<file path="config.mk">
export PLATFORM = sky130hd
export DESIGN_NAME = sha256_round_ctrl
export DESIGN_NICKNAME = d
export VERILOG_FILES = /design/src/rtl/sha256_round_ctrl.sv
export SDC_FILE = /design/constraint.sdc
export NUM_CORES = 1
export LEC_CHECK = 0
export ABC_AREA = 1
export BUFFER_PORTS_ARGS = -buffer_cell sky130_fd_sc_hd__buf_4
export CAP_MARGIN = 20
export CORE_MARGIN = 4
export CORE_UTILIZATION = 58
export CTS_BUF_LIST = sky130_fd_sc_hd__clkbuf_4
export DETAILED_ROUTE_END_ITERATION = 8
export PLACE_DENSITY = 0.87
export SLEW_MARGIN = 5
export SYNTH_ARGS = -nofsm -noshare
export SYNTH_HDL_FRONTEND = slang
export SYNTH_SLANG_ARGS = --single-unit
</file>
<file path="constraint.sdc">
create_clock -name clk -period 3.9 [get_ports clk]
set_input_delay 0.39 -clock clk [delete_from_list [all_inputs] [get_ports clk]]
set_output_delay 0.39 -clock clk [all_outputs]
set_load 0.03 [all_outputs]
</file>
<file path="src/rtl/sha256_round_ctrl.sv">
// SHA-256 round controller: sequences INIT/ROUND/ADD across up to three
// 64-round blocks (two header blocks plus the hash-of-hash block).
// Optional feature macro: MIDSTATE_REUSE_EN caches the block-0 midstate so a
// follow-up job can skip block 0.
module sha256_round_ctrl #(
  parameter int unsigned NUM_ROUNDS = 64
) (
  input  logic       clk,
  input  logic       rst,
  input  logic       start,
  input  logic       reuse_mid,
  input  logic       abort,
  input  logic       word_valid,
  output logic       word_ready,
  output logic [6:0] select,
  output logic [1:0] block,
  output logic       control,
  output logic       iter_en,
  output logic       hash_add,
  output logic       busy,
  output logic       done,
  output logic       midstate_valid
);

  localparam int unsigned SEL_W      = 7;
  localparam int unsigned BLK_W      = 2;
  localparam int unsigned MSG_ROUNDS = 16;

  typedef enum logic [2:0] {
    S_IDLE,
    S_INIT,
    S_ROUND,
    S_ADD,
    S_DONE
  } state_t;

  state_t           state_q, state_d;
  logic [SEL_W-1:0] select_q, select_d;
  logic [BLK_W-1:0] block_q, block_d;
  logic             mid_q;
  logic             msg_phase;

`ifdef MIDSTATE_REUSE_EN
  logic mid_d;

  // Midstate-valid flag register
  always_ff @(posedge clk or posedge rst) begin
    if (rst) mid_q <= 1'b0;
    else     mid_q <= mid_d;
  end
`else
  logic unused_reuse_mid;
  assign unused_reuse_mid = reuse_mid;
  assign mid_q            = 1'b0;
`endif

  // State, round index and block index registers
  always_ff @(posedge clk or posedge rst) begin
    if (rst) begin
      state_q  <= S_IDLE;
      select_q <= '0;
      block_q  <= '0;
    end else begin
      state_q  <= state_d;
      select_q <= select_d;
      block_q  <= block_d;
    end
  end

  // Message words are consumed only in the first 16 rounds of header blocks
  assign msg_phase = (state_q == S_ROUND) && (select_q <= SEL_W'(MSG_ROUNDS)) &&
                     (block_q != BLK_W'(2));

  // Next-state and strobe decode
  always_comb begin
    state_d    = state_q;
    select_d   = select_q;
    block_d    = block_q;
    control    = 1'b0;
    iter_en    = 1'b0;
    hash_add   = 1'b0;
    word_ready = 1'b0;
    done       = 1'b0;
`ifdef MIDSTATE_REUSE_EN
    mid_d      = mid_q;
`endif

    case (state_q)
      S_IDLE: begin
        select_d = '0;
        block_d  = '0;
        if (start && !abort) begin
          state_d = S_INIT;
`ifdef MIDSTATE_REUSE_EN
          if (reuse_mid && mid_q) block_d = BLK_W'(1);
          if (!reuse_mid)         mid_d   = 1'b0;
`endif
        end
      end
      S_INIT: begin
        control  = 1'b1;
        select_d = SEL_W'(1);
        state_d  = S_ROUND;
      end
      S_ROUND: begin
        word_ready = msg_phase;
        iter_en    = msg_phase ? word_valid : 1'b1;
        if (iter_en) begin
          if (select_q == SEL_W'(NUM_ROUNDS)) begin
            select_d = '0;
            state_d  = S_ADD;
          end else begin
            select_d = select_q + SEL_W'(1);
          end
        end
      end
      S_ADD: begin
        hash_add = 1'b1;
        if (block_q != BLK_W'(2)) begin
          block_d = block_q + BLK_W'(1);
          state_d = S_INIT;
`ifdef MIDSTATE_REUSE_EN
          if (block_q == '0) mid_d = 1'b1;
`endif
        end else begin
          state_d = S_DONE;
        end
      end
      S_DONE: begin
        done    = 1'b1;
        block_d = '0;
        state_d = S_IDLE;
      end
      default: begin
        state_d  = S_IDLE;
        select_d = '0;
        block_d  = '0;
      end
    endcase

    // Abort cancels the job and suppresses this cycle's strobes
    if (abort && (state_q != S_IDLE)) begin
      state_d    = S_IDLE;
      select_d   = '0;
      block_d    = '0;
      control    = 1'b0;
      iter_en    = 1'b0;
      hash_add   = 1'b0;
      word_ready = 1'b0;
      done       = 1'b0;
`ifdef MIDSTATE_REUSE_EN
      if (block_q == '0) mid_d = 1'b0;
`endif
    end
  end

  assign select         = select_q;
  assign block          = block_q;
  assign busy           = (state_q != S_IDLE);
  assign midstate_valid = mid_q;

endmodule
</file>
==> results of run 1 <==
[metal layers]
metal / track usage (%) / part of all wire (%)
met4: 11.4 / 2.1
met5: 0 / 0
met3: 2.34 / 4.4
met2: 34.9 / 50
met1: 26.0 / 43
[worst max-delay path, stage by stage (launching register included)]
cell and delay (ns):
sky130_fd_sc_hd__dfrtp_1 0.38, sky130_fd_sc_hd__inv_1 0.07, sky130_fd_sc_hd__ha_1 0.21, sky130_fd_sc_hd__inv_1 0.14
sky130_fd_sc_hd__nand3_1 0.11, sky130_fd_sc_hd__nor2_2 0.17, sky130_fd_sc_hd__nand2_1 0.09, sky130_fd_sc_hd__o21ai_0 0.14
sky130_fd_sc_hd__inv_1 0.05, sky130_fd_sc_hd__buf_4 0.16
[flip-flops by register name, summed over array words and instances (netlist names)]
name and flops:
block 2, select 7, state_q 3
[how the worst max path moves through the flow]
| stage | from | end | cells past startpoint |
|---|---|---|---|
| 5_1_grt | block[0] | iter_en | 9 |
| 3_5_place_dp | block[0] | iter_en | 9 |
| 4_1_cts | block[0] | iter_en | 9 |
| 2_1_floorplan | block[0] | word_ready | 7 |
| 6_report | block[0] | iter_en | 9 |
| 3_3_place_gp | block[0] | iter_en | 9 |
[cell usage in the layout (no fill, tap or decap), types with 2 or more instances in the layout]
cell type and count:
sky130_fd_sc_hd__dfrtp_1 12, sky130_fd_sc_hd__o21ai_2 2, sky130_fd_sc_hd__inv_2 2, sky130_fd_sc_hd__inv_1 19, sky130_fd_sc_hd__nand2_1 34, sky130_fd_sc_hd__ha_1 3
sky130_fd_sc_hd__o21ai_0 3, sky130_fd_sc_hd__nand3_1 11, sky130_fd_sc_hd__buf_4 19, sky130_fd_sc_hd__nor2_1 11, sky130_fd_sc_hd__nand4_1 3, sky130_fd_sc_hd__nor3_1 3
sky130_fd_sc_hd__clkbuf_4 3, sky130_fd_sc_hd__xor2_1 2
[cell type report]
class / count / area [sq um]
Clock buffer: 3 / 22.5
Clock inverter: 1 / 3.75
Sequential cell: 12 / 300
Timing Repair Buffer: 19 / 143
Tap cell: 15 / 18.8
Inverter: 21 / 78.8
Fill cell: 109 / 308
Multi-Input combinational cell: 84 / 459
[power by group through the flow]
stage	registers (mW)	logic [mW]	clock network (mW)
6_report	0.163	0.271	0.0815
5_1_grt	0.166	0.299	0.0888
4_1_cts	0.163	0.272	0.0826
3_5_place_dp	0.165	0.271	0
3_3_place_gp	0.165	0.266	0
2_1_floorplan	0.180	0.181	0
[metrics by stage]
step	hold WS [ns]	utilization (%)	power (mW)	cell area, sq um	setup WS [ns]
after CTS	0.131	76.9	0.517	1030	1.68
after floorplan	0.255	-	0.361	851	1.77
after global placement	0.429	75.0	0.431	1000	2.04
final	0.123	76.9	0.515	1030	1.71
after global routing	0.143	76.9	0.554	1030	1.49
after detailed placement	0.434	75.0	0.436	1000	2.02
[kinds of logic after synthesis]
group,Yosys count
fa+ha+maj,3
compound gates,7
simple gates,70
buf+inv,23
xor+xnor,3
flops,12
other cells,1
==> results summary, run 1 <==
The starting density of the core is 63.8%. The remaining number of nets flagged by the antenna check after routing came out at 0. The number of violations reported at the end of detailed-routing iteration 0 is 14.

The path depth of the worst reg2reg path is 9. Buffers inserted to repair hold after CTS numbered 0. The worst setup path is captured at an output port. The max-slew violation count came out at 0. The final critical path takes up 56.3% of the cycle. The detailed-router iteration count before antenna repair came out at 4. The final estimated routing congestion in global placement is 0.812. The height of the chip is 46.3 um. The post-synthesis async set-or-reset flop share came out at 100%. The top cell type by area accounts for 35.3% of the synthesized area. The highest fanout seen on the critical path came out at 5. The biggest area contributor in the post-synthesis netlist is sky130_fd_sc_hd__dfrtp_1. For this run, the post-layout net count is 150. By area the synthesized netlist is led by sky130_fd_sc_hd__dfrtp_1 (35%), sky130_fd_sc_hd__nand2_1 (15%), sky130_fd_sc_hd__inv_1 (8.4%). The leakage component of the power came out at 0.583 nW.

The peak clock frequency supported by timing is 0.456 GHz. The maximum clock skew at final layout is 0.00297 ns. The TritonCTS clock tree is built. Clock tree synthesis found a total of 12 sinks. The endpoint identified for the worst register-to-register timing path is select[2]. The half-perimeter wire length after detailed placement is 1.45 mm. The number of I/O port buffers is 19. The number of global-route vias before repair came out at 732.

The post-detailed-routing wire length came out at 1.82 mm. Data arrives at the worst endpoint at 1.80 ns. The worst hold path belongs to the class in -> async. The total internal power is 270 uW. The routed design could run at a clock period as short as 2.19 ns. The most common cell in the synthesized netlist is sky130_fd_sc_hd__nand2_1. After clock tree synthesis, the repair step resized 0 gates. The clock share of power came out at 15.8%. In this run the register-to-register setup slack is 2.35 ns. CTS built an H-tree with a depth of 1. The portion of synthesized area spent on multiplexers is 0%. In this run the critical register-to-register path is launched from block[0]. The die area is 2140 sq um.

The routed length per instance came out at 11.7 um. The post-synthesis share of cell area spent on xor and xnor gates came out at 3.09%. The non-filler instance count after layout came out at 155. The final hold violation count was 0. The post-synthesis average cell area is 7.15 sq um. The number of enable flip-flop cells after synthesis came out at 0. Setup repair after global routing left no endpoint under its margin. The post-synthesis cell type count came out at 26. The sequential share of power is 31.6%. In this run the clock root is driven by a sky130_fd_sc_hd__clkbuf_4. The post-CTS setup repair buffer count is 0.

The number of warnings issued by yosys came out at 0. Including well taps, the total number of placed cells is 151. The clock latency on the worst-skew pair came out at 0.28 ns.

The count of unresolved DRC violations after routing came out at 0. The switching power is 245 uW. The buffer depth of the longest clock path is 2. The aggregate global routing overflow is 0.

The cell count after synthesis came out at 119. STA classifies the critical path startpoint as a flip-flop. The via count of the routed design came out at 813. By count the netlist is led by sky130_fd_sc_hd__nand2_1 (34), sky130_fd_sc_hd__inv_1 (19), sky130_fd_sc_hd__dfrtp_1 (12). The count of boundary I/O pins is 22. The tool flagged a number of max-cap violations equal to 0. The flow ran to the end, and the final reports show no timing, DRC or antenna violations. From left edge to right edge, the die measures 46.3 um.

The clock-pin slew reported for the worst setup and hold paths after clock tree synthesis is 0.08 ns. The number of buffers created by CTS is 3. The critical path is of the reg -> out type. For the worst setup path, the data required time is 3.51 ns.

The aggregate negative setup slack came out at 0 ns. The total track usage is 20.9%. Sequential cells were found to cover 35.3% of the synthesized design area. The total power divided by cell area came out at 502 nW/um^2. The share of the synthesized area in compound gates (AO/OA/AOI/OAI) is 5.15%. The area of the core came out at 1330 sq um. The post-synthesis cell area is 851 sq um. The signed area change from the synthesized netlist to the final layout is 20.6%.

In this run switching power makes up 47.5% of total power. The wire length of the first global-routing pass came out at 3.17 mm. The number of register bits inferred by synthesis came out at 12. The number of antenna violations at the first check in global routing is 0. The initialized floorplan defines 13 standard-cell rows.

The number of antenna repair diodes came out at 0. The fraction of the mapped netlist area in adder cells is 4.41%. For this run, the leading register cell type out of synthesis is sky130_fd_sc_hd__dfrtp_1. The post-detailed-route via-to-cell ratio came out at 5.25. The synthesized netlist devotes 40.9% of its cell area to simple gates.

Of the cells placed in the final design, the portion with a size suffix greater than 1 is 23.6%. The pin count of the biggest net entering global routing came out at 13. The final setup violation count came out at 0. The largest family of logic cells by synthesized area is simple AND/OR/NAND/NOR gates. Combinational cells account for 52.6% of the total power. The number of nets produced by synthesis came out at 128. The worst ir drop on vdd came out at 0.434 mV.
(Power assumes the default switching activity.)
==> run 2: changes to the inputs <==
CORE_UTILIZATION = 48   (was 58)
PLACE_DENSITY = 0.77   (was 0.87)
clock period = 1.79 ns   (was 3.9 ns; I/O delays follow)
==> run 2 against run 1 <==
Effect of this change: critical endpoint unchanged; combinational power grew to 2.5 times the previous value; global-route usage shrank 4.0 points; power grew 130%; die area grew 17%; worst hold slack gained 0.095 ns; sequential share of layout area shrank 2.4 points; clock power grew 120%.
==> results summary, run 2 (synthesized netlist as in run 1, its figures left out) <==
The final setup violation count was 0 (unchanged). The leakage component of the power came out at 0.629 nW (+7.9%). The leading cell type in the layout, fill and taps excluded is sky130_fd_sc_hd__nand2_1.

The total power divided by cell area is 1080 nW/um^2 (+110%). The final clock period utilization by the worst path came out at 94.1%. The height of the chip came to 50.1 um (+8.2%). The type of element capturing the critical path is an output port.

The signed area change from the synthesized netlist to the final layout came out at 31.5%. The remaining number of nets flagged by the antenna check after routing was 0 (unchanged). The sink count of the clock tree is 12 (unchanged). The starting density of the core came out at 53.4% (-10 points).

The path type of the worst min-delay path is in -> reg. In this design, the critical path's most frequently occurring cell is sky130_fd_sc_hd__inv_2. The number of antenna violations at the first check in global routing came out at 0 (unchanged).

The max-slew violation count is 0 (unchanged). The number of I/O port buffers came to 19 (unchanged). The flip-flop count of the largest register after layout came out at 7 (unchanged). The via count of the routed design is 823 (+1.2%). The detailed-router iteration count before antenna repair came out at 4 (unchanged). The biggest cell delay along the critical path is 0.37 ns (about the same). The number of nets at the end of the flow came out at 159 (+6.0%). The routed length per instance is 11.1 um (-5.4%). The worst hold path passes through 4 cells. The die area came out at 2510 sq um (+17%). For hold timing, the worst endpoint is state_q[2]. The arrival time of data at the critical path endpoint is 1.51 ns (-0.29 ns). The clock latency on the worst-skew pair came to 0.27 ns (about the same). The count of boundary I/O pins is 22 (unchanged). The slowest stage of the critical path is the sky130_fd_sc_hd__dfrtp_1 cell. The non-filler instance count after layout came out at 173 (+12%). The number of violations reported at the end of detailed-routing iteration 0 came to 16 (+2). The critical register-to-register path startpoint is block[0]. Setup repair after global routing left no endpoint under its margin. The aggregate global routing overflow came out at 0 (unchanged).

The ratio of cells with drive above 1 in the final layout is 31.5% (+8.0 points). On the critical path the largest part of the delay comes from flip-flops. The endpoint required time on the critical path came out at 1.61 ns (-1.90 ns).

The minimum setup slack among reg-to-reg paths is 0.29 ns (-2.06 ns). The number of placement rows is 14 (+1). Routed signal wires occupy layers up through met4. The setup path with the least slack is of type reg -> out. The number of antenna repair diodes came out at 0 (unchanged). The met2 wire length is 968 um (+5.7%). The post-detailed-routing wire length is 1.92 mm (+5.6%).

The count of unresolved DRC violations after routing came to 0 (unchanged). The run finished with clean final reports. The post-detailed-route via-to-cell ratio is 4.76 (-9.3%). The final critical-path setup slack is 0.105 ns (-1.60 ns). The critical path goes through inv_2 > ha_2 > inv_2 > nand3_1 > nor2_2 > nand2_2 > o21ai_1 > inv_1 > buf_4.

The highest fanout seen on the critical path is 2 (-3). The total length of routed met3 wires is 96 um (+19%). In this run the critical register-to-register path is captured at select[2].

The aggregate negative setup slack is 0 ns (unchanged). The path depth of the worst reg2reg path was 11 (+2). The final estimated routing congestion in global placement is 0.863 (+6.2%). The wire length of the first global-routing pass is 3.27 mm (+3.0%).

The worst setup path is launched from a flip-flop. The total power came out at 1.21 mW (+130%). The buffer depth of the longest clock path came out at 2 (unchanged). The number of buffer and inverter stages on the critical path came out at 4 (unchanged). The time the worst path needs with I/O delays and setup is 1.69 ns. The worst min-delay path startpoint is abort.

The clock-pin slew reported for the worst setup and hold paths after clock tree synthesis came out at 0.08 ns (about the same). The final standard cell utilization of the core is 70.2% (-6.8 points). The number of buffers created by CTS came out at 3 (unchanged).

The number of global-route vias before repair is 795 (+8.6%). The maximum clock skew at final layout is 0.00519 ns (+0.00221 ns). The pin count of the biggest net entering global routing came out at 13 (unchanged). The horizontal die dimension is 50.1 um (+8.2%).

The total instance count after detailed placement came to 161 (+6.6%). The half-perimeter wire length after detailed placement is 1.43 mm (-1.6%). Timing would allow up to 0.593 GHz. The pre-CTS setup slack is 0.213 ns (-1.81 ns).

In the layout the commonest cells are sky130_fd_sc_hd__nand2_1 (32), sky130_fd_sc_hd__buf_4 (27), sky130_fd_sc_hd__inv_1 (17). The total track usage is 16.9% (-4.0 points). The met1 routed wirelength after detailed routing is 825 um (+5.2%). The count of max-cap constraint violations came out at 0 (unchanged). The area of the core came out at 1590 sq um (+20%).

The maximum level of the CTS H-tree is 1 (unchanged). The worst ir drop on vdd is 0.866 mV (+100%). The final hold violation count is 0 (unchanged).

In this run the clock root is driven by a sky130_fd_sc_hd__clkbuf_4. TritonCTS built the clock tree.
-- run 2: changes by cell type in the layout (fill, tap and decap cells not counted), moves of 2 or more --
cell,change
sky130_fd_sc_hd__inv_1,-2
sky130_fd_sc_hd__inv_2,+2
sky130_fd_sc_hd__nand2_1,-2
sky130_fd_sc_hd__nand2_2,+2
sky130_fd_sc_hd__buf_4,+8
-- run 2: repair_timing --
item / in CTS / in global routing
hold buffers: 1 / 0
endpoints found under the setup margin: 2 / 2
gates resized for setup: 1 / 5
hold endpoints to repair: 12 / 0
pin swaps: 1 / 1
buffers inserted: 3 / 4
-- run 2: worst max path at each step --
stage                         start         end  slack [ns]  cells after the start
final                      block[0]     iter_en        0.10                      9
after global routing       block[0]     iter_en      0.0002                      9
after CTS                 select[0]     iter_en        0.02                      8
after detailed placement   block[0]     iter_en        0.21                      9
after global placement     block[0]     iter_en        0.23                      9
after floorplan            block[0]  word_ready        0.05                      7
-- run 2: per-layer routing --
layer	track usage, %	up-vias
li1	-	430
met1	20.0	371
met2	28.3	18
met3	4.22	4
met4	8.29	0
met5	0	-
-- run 2: power breakdown --
part	total [mW]	switching [mW]	internal, mW
sequential	0.346	0.0350	0.311
combinational	0.685	0.432	0.253
clock	0.176	0.0950	0.0806
-- run 2: worst reg2reg max path, cell delays in order, from the launching register on --
cell                      delay [ns]
sky130_fd_sc_hd__dfrtp_1        0.37
sky130_fd_sc_hd__inv_2          0.05
sky130_fd_sc_hd__ha_2           0.18
sky130_fd_sc_hd__inv_2          0.05
sky130_fd_sc_hd__nand3_1        0.07
sky130_fd_sc_hd__nor2_2         0.12
sky130_fd_sc_hd__buf_4          0.12
sky130_fd_sc_hd__buf_4          0.10
sky130_fd_sc_hd__nand4_4        0.12
sky130_fd_sc_hd__nand2_4        0.14
sky130_fd_sc_hd__nand2_1        0.06
sky130_fd_sc_hd__nand2_1        0.06
-- run 2: final cells by class --
cell class / instances / area [sq um]
Clock inverter: 1 / 3.75
Sequential cell: 12 / 300
Fill cell: 128 / 475
Clock buffer: 3 / 22.5
Multi-Input combinational cell: 84 / 470
Inverter: 21 / 78.8
Timing Repair Buffer: 28 / 213
Tap cell: 24 / 30.0
-- run 2: metrics by stage --
stage	cell area [sq um]	hold slack, ns
after detailed placement	1020	0.229
final	1120	0.218
after global placement	1020	0.223
after CTS	1080	0.217
after global routing	1120	0.234
after floorplan	855	0.0437
==> run 3: changes to the inputs <==
CTS_CLUSTER_DIAMETER = 200   (was unset)
PLACE_DENSITY = 0.76   (was 0.77)
==> run 3 against run 2 <==
Effect of this change: worst hold slack got worse by 0.0022 ns; clock skew fell by 0.0033 ns; power increased by 0.29%; design area grew 2.6%; combinational power about the same; die area stayed put; via count down 0.12%; flip-flop and latch count unchanged; setup slack gained 0.0058 ns; routed wire length is 2.4% lower; highest routed layer unchanged.
==> results summary, run 3 (synthesized netlist as in run 1, its figures left out) <==
The flow ran to the end, and the final reports show no timing, DRC or antenna violations. The depth of the critical timing path with buffers and inverters included is 8 (-1). The final setup violation count came out at 0 (unchanged). The count of cells along the worst hold path was 4 (unchanged). The number of buffers created by CTS came out at 3 (unchanged). The number of nets at the end of the flow came out at 160 (+0.63%). The final standard cell utilization of the core was 72.0% (+1.8 points). The starting density of the core is 53.4% (unchanged).

The type of element capturing the critical path is an output port. The routed length per instance is 10.8 um (-3.0%). The minimum setup slack among reg-to-reg paths is 0.19 ns (-0.10 ns). The clock latency on the worst-skew pair is 0.27 ns (about the same).

The signal on the critical path passes through ha_4 > inv_2 > nand3_2 > nor2_2 > nand2_1 > o21ai_1 > inv_1 > buf_6. The die area is 2510 sq um (unchanged). The ratio of cells with drive above 1 in the final layout is 33.3% (+1.8 points). The number of I/O port buffers is 19 (unchanged). In this design, the largest share of critical-path delay is due to flip-flops. The biggest cell delay along the critical path was 0.43 ns (+0.06 ns). The kind of critical path is reg -> out. The peak clock frequency supported by timing came out at 0.595 GHz (+0.35%). The number of violations reported at the end of detailed-routing iteration 0 was 17 (+1).

The number of antenna violations at the first check in global routing came out at 0 (unchanged). The worst ir drop on vdd was 0.941 mV (+8.7%). The highest fanout seen on the critical path is 3 (+1).

The arrival time of data at the critical path endpoint was 1.50 ns (about the same). The pre-CTS setup slack is 0.207 ns (-0.00667 ns). The leakage component of the power came out at 0.645 nW (+2.5%). The count of boundary I/O pins is 22 (unchanged). The number of buffer and inverter stages on the critical path is 3 (-1). The total track usage came out at 16.5% (-0.40 points).

The wire length of the first global-routing pass came out at 3.23 mm (-1.3%). The buffer depth of the longest clock path is 2 (unchanged). The final estimated routing congestion in global placement is 0.870 (+0.80%). Setup repair after global routing left no endpoint under its margin. The count of max-cap constraint violations was 0 (unchanged). The clock-pin slew reported for the worst setup and hold paths after clock tree synthesis is 0.08 ns (about the same). The detailed-router iteration count before antenna repair is 4 (unchanged). The number of antenna repair diodes came out at 0 (unchanged). The aggregate global routing overflow is 0 (unchanged). In this run the clock root is driven by a sky130_fd_sc_hd__clkbuf_4. The final hold violation count is 0 (unchanged). The maximum level of the CTS H-tree came out at 1 (unchanged). In this run the worst hold path is classified as in -> reg. The max-slew violation count is 0 (unchanged).

The post-detailed-routing wire length came out at 1.88 mm (-2.4%). The final critical-path setup slack is 0.111 ns (+0.00583 ns). The slowest stage of the critical path is the sky130_fd_sc_hd__dfrtp_1 cell.

The launching element type of the critical path is a flip-flop. The area of the core is 1590 sq um (unchanged). TritonCTS built the clock tree.

The count of unresolved DRC violations after routing is 0 (unchanged). The remaining number of nets flagged by the antenna check after routing came to 0 (unchanged). The time the worst path needs with I/O delays and setup is 1.68 ns (-0.00583 ns). The endpoint required time on the critical path is 1.61 ns (about the same). The path depth of the worst reg2reg path is 11 (unchanged). The sink count of the clock tree is 12 (unchanged). The half-perimeter wire length after detailed placement is 1.37 mm (-4.4%). The via count of the routed design is 822 (-0.12%). The library cell used most frequently in the layout, excluding fill and tap cells, is sky130_fd_sc_hd__nand2_1. The number of global-route vias before repair is 749 (-5.8%). The number of placement rows was 14 (unchanged).

The maximum clock skew at final layout was 0.00192 ns (-0.00327 ns). The flip-flop count of the largest register after layout is 7 (unchanged). The post-detailed-route via-to-cell ratio came out at 4.72 (-0.70%).

The height of the chip is 50.1 um (unchanged). The aggregate negative setup slack came out at 0 ns (unchanged). From synthesis to final layout, the design area changed by 34.9%. In the layout the commonest cells are sky130_fd_sc_hd__nand2_1 (31), sky130_fd_sc_hd__buf_4 (27), sky130_fd_sc_hd__inv_1 (17). The final clock period utilization by the worst path came out at 93.8% (-0.33 points).

The pin count of the biggest net entering global routing came out at 13 (unchanged). The horizontal die dimension is 50.1 um (unchanged). The total power divided by cell area came out at 1050 nW/um^2 (-2.2%).
-- run 3: per-layer routing --
metal,share of wire [%],GRT usage (%),vias to the layer above
li1,-,-,435
met1,45,21.4,365
met2,50,26.1,18
met3,4.5,6.63,4
met4,0.59,2.76,0
met5,0,0,-
-- run 3: final cells by class --
class	count	area [sq um]
Multi-Input combinational cell	84	488
Sequential cell	12	300
Tap cell	24	30.0
Timing Repair Buffer	29	224
Clock buffer	3	22.5
Clock inverter	1	3.75
Fill cell	140	447
Inverter	21	78.8
-- run 3: final timing paths --
path | from | end
hold reg to reg | select[6] | select[6]
max in group asynchronous | rst | select[1]
hold / removal | abort | state_q[2]
setup / recovery | block[1] | iter_en
min in group asynchronous | rst | select[6]
setup reg to reg | block[1] | select[2]
-- run 3: what timing repair did --
action | 4_1_cts | 5_1_grt
pin swaps | 1 | 5
hold buffers | 1 | 0
resized for setup | 2 | 8
endpoints found under the hold margin | 12 | 0
setup buffers | 5 | 4
gates cloned | 0 | 0
endpoints found under the setup margin | 2 | 9
-- run 3: worst register-to-register path: cells and delay by family, from the launching register on --
family,cells,cell delay [ns]
buffers and inverters,4,0.36
adder cells (fa/ha/maj),1,0.18
flip-flops,1,0.43
AND/OR/NAND/NOR,6,0.58
-- run 3: power by group --
group / switching [mW] / internal (mW)
registers: 0.0407 / 0.311
clock network: 0.0917 / 0.0808
logic: 0.421 / 0.265
-- run 3: per-stage QoR --
| stage | hold WS (ns) | total power, mW | area (sq um) | cells |
|---|---|---|---|---|
| detailed placement | 0.228 | 0.952 | 1020 | 161 |
| floorplan | 0.0437 | 0.794 | 855 | 119 |
| global placement | 0.222 | 0.949 | 1020 | 161 |
| finish | 0.216 | 1.21 | 1150 | 174 |
| CTS | 0.204 | 1.20 | 1100 | 171 |
| global route | 0.229 | 1.31 | 1150 | 174 |
